===== src/rtl/b200_tx_chdr_framer.sv =====
// b200_tx_chdr_framer: reframes host TX CHDR packets so tlast matches the header length field.
// Short packets are zero-padded, long ones truncated, illegal lengths dropped; saturating error counters.
module b200_tx_chdr_framer #(
  parameter int MAX_LEN = 8192,
  parameter int CNT_W   = 16
) (
  input  logic             bus_clk,
  input  logic             reset_global,
  input  logic             clear,
  input  logic [63:0]      i_tdata,
  input  logic             i_tlast,
  input  logic             i_tvalid,
  output logic             i_tready,
  output logic [63:0]      o_tdata,
  output logic             o_tlast,
  output logic             o_tvalid,
  input  logic             o_tready,
  output logic [CNT_W-1:0] pkt_cnt,
  output logic [CNT_W-1:0] short_cnt,
  output logic [CNT_W-1:0] long_cnt,
  output logic [CNT_W-1:0] drop_cnt
);
  typedef enum logic [2:0] {HDR, BODY, PAD, DRAIN, DROP} state_t;
  state_t state;
  logic [16:0] rem;
  logic [15:0] len;
  logic [16:0] lines;
  logic bad_len, vld, rdy, lst, in_hs, out_hs;
  logic pkt_inc, short_inc, long_inc, drop_inc;
  logic [63:0] dat;
  assign len     = i_tdata[47:32];
  assign lines   = ({1'b0, len} + 17'd7) >> 3;
  assign bad_len = (len < 16'd8) || ({16'd0, len} > 32'(MAX_LEN));
  always_comb begin
    vld = (state == HDR) ? (i_tvalid & ~bad_len) : (state == BODY) ? i_tvalid : (state == PAD);
    rdy = (state == HDR) ? (bad_len | o_tready) : (state == BODY) ? o_tready : (state == DRAIN || state == DROP);
    lst = (state == HDR) ? (lines == 17'd1) : ((state == BODY || state == PAD) && rem == 17'd1);
    dat = (state == HDR || state == BODY) ? i_tdata : 64'd0;
    in_hs  = i_tvalid & rdy;
    out_hs = vld & o_tready;
    pkt_inc   = out_hs & lst;
    short_inc = in_hs & i_tlast & (((state == HDR) & ~bad_len & (lines != 17'd1)) | ((state == BODY) & (rem != 17'd1)));
    long_inc  = in_hs & ~i_tlast & (((state == HDR) & ~bad_len & (lines == 17'd1)) | ((state == BODY) & (rem == 17'd1)));
    drop_inc  = in_hs & i_tlast & (((state == HDR) & bad_len) | (state == DROP));
  end
  // Outputs are forced low combinationally so reset takes effect without waiting for a clock.
  assign o_tvalid = vld & ~reset_global;
  assign i_tready = rdy & ~reset_global;
  assign o_tlast  = lst & vld & ~reset_global;
  assign o_tdata  = reset_global ? 64'd0 : dat;
  function automatic logic [CNT_W-1:0] sat(input logic [CNT_W-1:0] c, input logic inc);
    return clear ? '0 : (inc && !(&c)) ? c + CNT_W'(1) : c;
  endfunction
  always_ff @(posedge bus_clk or posedge reset_global) begin
    if (reset_global) begin
      state     <= HDR;
      rem       <= '0;
      pkt_cnt   <= '0;
      short_cnt <= '0;
      long_cnt  <= '0;
      drop_cnt  <= '0;
    end else begin
      pkt_cnt   <= sat(pkt_cnt, pkt_inc);
      short_cnt <= sat(short_cnt, short_inc);
      long_cnt  <= sat(long_cnt, long_inc);
      drop_cnt  <= sat(drop_cnt, drop_inc);
      case (state)
        HDR: if (in_hs) begin
          if (bad_len) state <= i_tlast ? HDR : DROP;
          else if (lines == 17'd1) state <= i_tlast ? HDR : DRAIN;
          else begin
            rem   <= lines - 17'd1;
            state <= i_tlast ? PAD : BODY;
          end
        end
        BODY: if (in_hs) begin
          rem <= rem - 17'd1;
          if (rem == 17'd1) state <= i_tlast ? HDR : DRAIN;
          else if (i_tlast) state <= PAD;
        end
        PAD: if (out_hs) begin
          rem <= rem - 17'd1;
          if (rem == 17'd1) state <= HDR;
        end
        DRAIN, DROP: if (in_hs && i_tlast) state <= HDR;
        default: state <= HDR;
      endcase
    end
  end
endmodule


===== config.mk =====
export PLATFORM = sky130hd
export DESIGN_NAME = b200_tx_chdr_framer
export DESIGN_NICKNAME = d
export VERILOG_FILES = /design/src/rtl/b200_tx_chdr_framer.sv
export SDC_FILE = /design/constraint.sdc
export NUM_CORES = 1
export LEC_CHECK = 0
export CORE_MARGIN = 2
export CORE_UTILIZATION = 35
export DETAILED_ROUTE_END_ITERATION = 7
export PLACE_DENSITY = 0.69
export SYNTH_ARGS = -nofsm -noshare
export SYNTH_HDL_FRONTEND = slang
export SYNTH_SLANG_ARGS = --single-unit

===== constraint.sdc =====
create_clock -name bus_clk -period 4.35 [get_ports bus_clk]
set_clock_uncertainty 0.05 [all_clocks]
set_input_delay 1.305 -clock bus_clk [delete_from_list [all_inputs] [get_ports bus_clk]]
set_output_delay 1.305 -clock bus_clk [all_outputs]
set_load 0.02 [all_outputs]

==> impl_metrics.sql <==
INSERT INTO impl_metrics (metric_group, metric, value, unit) VALUES
('status', 'status', 'finished clean', ''),
('timing', 'finalHoldWorstSlack', '0.4576', 'ns'),
('synth', 'synth_seq_cells', '84', ''),
('synth', 'synth-warning-count', '0', ''),
('synth', 'synth_edf_count', '0', ''),
('placed_design', 'dp_hpwl', '14580', 'um'),
('cells_and_area', 'layout_commonest_cell', 'sky130_fd_sc_hd__clkdlybuf4s50_1', ''),
('synth', 'synth_cell_types', '62', ''),
('timing', 'timing_hold_violations_final', '0', ''),
('timing', 'period_minus_slack', '4.280', 'ns'),
('synth', 'synth.area.top_cells', 'sky130_fd_sc_hd__dfrtp_1 35%, sky130_fd_sc_hd__and2_1 7.5%, sky130_fd_sc_hd__nor2_1 4.6%', ''),
('cts', 'cts.sinks', '84', ''),
('pwr', 'power.density_cell_area', '340.1', 'nW/um^2'),
('worst_hold_path', 'min_path_type', 'reg2reg', ''),
('grt', 'grt_first_pass_wirelength', '31000', 'um'),
('critical_path', 'timing.critical_path.required', '2.99', 'ns'),
('synth', 'synth_top_cell_by_area', 'sky130_fd_sc_hd__dfrtp_1', ''),
('routing', 'drt_iter0_drc', '324', ''),
('grt', 'overflow', '0', ''),
('timing', 'setup_slack', '0.06994', 'ns'),
('grt', 'grt_util_all_layers', '20.99', '%'),
('cts', 'cts_made_buffers', '9', ''),
('cts', 'tritoncts', 'built', ''),
('cells_and_area', 'areaGrowthSynthToFinish', '50.38', '%'),
('cts', 'ctsRootBufferMaster', 'sky130_fd_sc_hd__clkbuf_16', ''),
('die', 'dieArea', '18460', 'sq um'),
('die', 'core_area', '17120', 'sq um'),
('cts', 'cts_htree_levels', '3', ''),
('timing', 'timing.final.crit_share', '98.39', '%'),
('timing', 'report.final.setup_viol', '0', ''),
('synth', 'synth_area_per_cell', '8.290', 'sq um'),
('routing', 'detail_route.vias_per_cell', '5.328', ''),
('die', 'die-width', '135.9', 'um'),
('synth', 'synth_seq_area_share', '34.55', '%'),
('routing', 'route.antenna.remaining_nets', '0', ''),
('timing', 'worst_pin_slew', '1.186', 'ns'),
('critical_path', 'critical_path.endpoint_type', 'output port', ''),
('cells_and_area', 'postLayoutCoreUtil', '53.46', '%'),
('cts', 'clk_pin_slew', '0.06', 'ns'),
('cts', 'clk_path_buf_depth', '2', ''),
('synth', 'synth_top_flop_cell', 'sky130_fd_sc_hd__dfrtp_1', ''),
('routing', 'detail_route.wl_per_cell', '16.41', 'um'),
('timing', 'grt_setup_unrepaired', 'yes', ''),
('synth', 'synthCells', '734', ''),
('cells_and_area', 'drive_gt1_share', '15.01', '%'),
('synth', 'postSynthNetCount', '813', ''),
('placed_design', 'routabilityCongestion', '0.9092', ''),
('critical_path', 'worstPathMaxFanout', '4', ''),
('critical_path', 'reg2reg_setup_slack', '1.56', 'ns'),
('routing', 'via_count', '6457', ''),
('cells_and_area', 'layout.cells.most_common_list', '116 x sky130_fd_sc_hd__clkdlybuf4s50_1, 84 x sky130_fd_sc_hd__dfrtp_1, 79 x sky130_fd_sc_hd__buf_4', ''),
('synth', 'async_reset_ff_share', '100.0', '%'),
('synth', 'synth_largest_type_area_fraction', '34.55', '%'),
('synth', 'synth.cell_area', '6085', 'sq um'),
('placed_design', 'detailedPlace.worstSlack', '-0.7837', 'ns'),
('routing', 'drt-total-wl', '19880', 'um'),
('routing', 'initial_drt_pass_iterations', '5', ''),
('critical_path', 'critical_path_at', '2.93', 'ns'),
('grt', 'grt_pass1_vias', '5977', ''),
('pwr', 'ir_worst_vdd', '0.2286', 'mV'),
('die', 'initial_utilization', '35.55', '%'),
('die', 'ioPinCount', '201', ''),
('die', 'die_outline_height', '135.9', 'um'),
('cts', 'hold_buffers', '0', ''),
('grt', 'pin_count_of_the_biggest_net_entering_global_routing', '65', ''),
('critical_path', 'crit_type', 'in2out', ''),
('job', 'total_of_max_cap_violations', '0', ''),
('routing', 'drc_errors', '0', ''),
('cells_and_area', 'final_layout_net_count', '1060', ''),
('grt', 'antenna_violations_before_repair', '0', ''),
('cts', 'worstSkewPairLatency', '0.35', 'ns'),
('cells_and_area', 'fill_cells', '1616', ''),
('timing', 'maxSlewHeadroom', '20.58', '%'),
('critical_path', 'type_of_element_launching_the_critical_path', 'input port', ''),
('timing', 'final-max-slew-violation-count', '0', ''),
('pwr', 'power.static_leakage', '0.003881', 'uW'),
('die', 'std_cell_rows', '48', ''),
('placed_design', 'port-buffer-count', '200', ''),
('timing', 'timing.fmax', '233.6', 'MHz');
==> registers in the layout, indices dropped and copies added (netlist names) <==
register	cells
rem	17
drop_cnt	16
long_cnt	16
pkt_cnt	16
short_cnt	16
state	3
==> synth_stat cells (18+ instances only) <==
| cell | n |
|---|---|
| sky130_fd_sc_hd__xnor2_1 | 22 |
| sky130_fd_sc_hd__and3_1 | 18 |
| sky130_fd_sc_hd__nor3_1 | 30 |
| sky130_fd_sc_hd__nor4_1 | 21 |
| sky130_fd_sc_hd__and2_1 | 73 |
| sky130_fd_sc_hd__nor2_1 | 75 |
| sky130_fd_sc_hd__nand3_1 | 26 |
| sky130_fd_sc_hd__nand2_1 | 42 |
| sky130_fd_sc_hd__a21oi_1 | 47 |
| sky130_fd_sc_hd__dfrtp_1 | 84 |
| sky130_fd_sc_hd__o21ai_0 | 31 |
| sky130_fd_sc_hd__nand4_1 | 23 |
| sky130_fd_sc_hd__clkbuf_1 | 34 |
==> cell families after synthesis <==
family,after synthesis,synth area share (%)
adders and majority gates,9,1.851
muxes,24,4.298
and+or+nand+nor,388,35.90
DFF,84,34.55
buffers and inverters,59,4.051
AOI/OAI and AO/OA,137,14.60
xor gates and xnor gates,33,4.750
==> report_power, final <==
group	internal, uW	switching, uW	leakage [uW]	total (uW)
clock	592	320	0.000173	912
combinational	499	734	0.00257	1230
sequential	859	107	0.00114	967
total	1950	1160	0.00388	3110
==> layer usage <==
| metal | global-route usage, % | routed length, um | part of all wire (%) |
|---|---|---|---|
| met5 | 0 | 0 | 0 |
| met4 | 4.803 | 226 | 1.1 |
| met3 | 6.264 | 1257 | 6.3 |
| met2 | 32.27 | 9267 | 47 |
| met1 | 29.11 | 9132 | 46 |
==> final cells by class <==
| class | count | area, sq um | area share [%] |
|---|---|---|---|
| inverter | 17 | 65.06 | 0.7111 |
| multi-input combinational | 591 | 3844 | 42.01 |
| timing repair buffer | 278 | 2504 | 27.36 |
| clock inverter | 4 | 95.09 | 1.039 |
| sequential | 84 | 2102 | 22.97 |
| tap | 225 | 281.5 | 3.077 |
| clock buffer | 12 | 256.5 | 2.803 |
| antenna | 1 | 2.502 | 0.02735 |
==> stage by stage <==
stage / std cells / TNS, ns / area, sq um / power (uW)
after CTS: 1204 / -0.08976 / 9041 / 3096
after floorplan: 734 / 0 / 6091 / 1691
after global placement: 1179 / -6.583 / 8676 / 2247
final: 1212 / 0 / 9150 / 3112
after global routing: 1211 / -0.03592 / 9148 / 3289
after detailed placement: 1179 / -7.246 / 8676 / 2249
==> path summary, 6_finish.rpt <==
kind	to	from	depth (start not counted)
max	o_tlast	i_tdata[33]	9
min in group asynchronous	short_cnt[10]	reset_global	3
min reg2reg	rem[15]	rem[15]	2
max in group asynchronous	rem[5]	reset_global	4
max reg2reg	pkt_cnt[13]	rem[1]	8
min	rem[15]	rem[15]	2
==> what timing repair did <==
| action | in CTS | in global routing |
|---|---|---|
| gates resized for setup | 99 | 25 |
| setup buffers | 9 | 6 |
| endpoints found under the setup margin | 64 | 4 |
| pin swaps | 8 | 11 |
| cloned | 0 | 1 |
==> critical path, cell delays in order <==
cell and delay, ns:
sky130_fd_sc_hd__dlygate4sd2_1 0.31, sky130_fd_sc_hd__nor3_2 0.18, sky130_fd_sc_hd__nand2b_4 0.18, sky130_fd_sc_hd__xor2_2 0.15, sky130_fd_sc_hd__ha_2 0.22, sky130_fd_sc_hd__nand3_2 0.10
sky130_fd_sc_hd__nor3_4 0.16, sky130_fd_sc_hd__o21a_1 0.18, sky130_fd_sc_hd__buf_6 0.13
(Power assumes the default switching activity.)
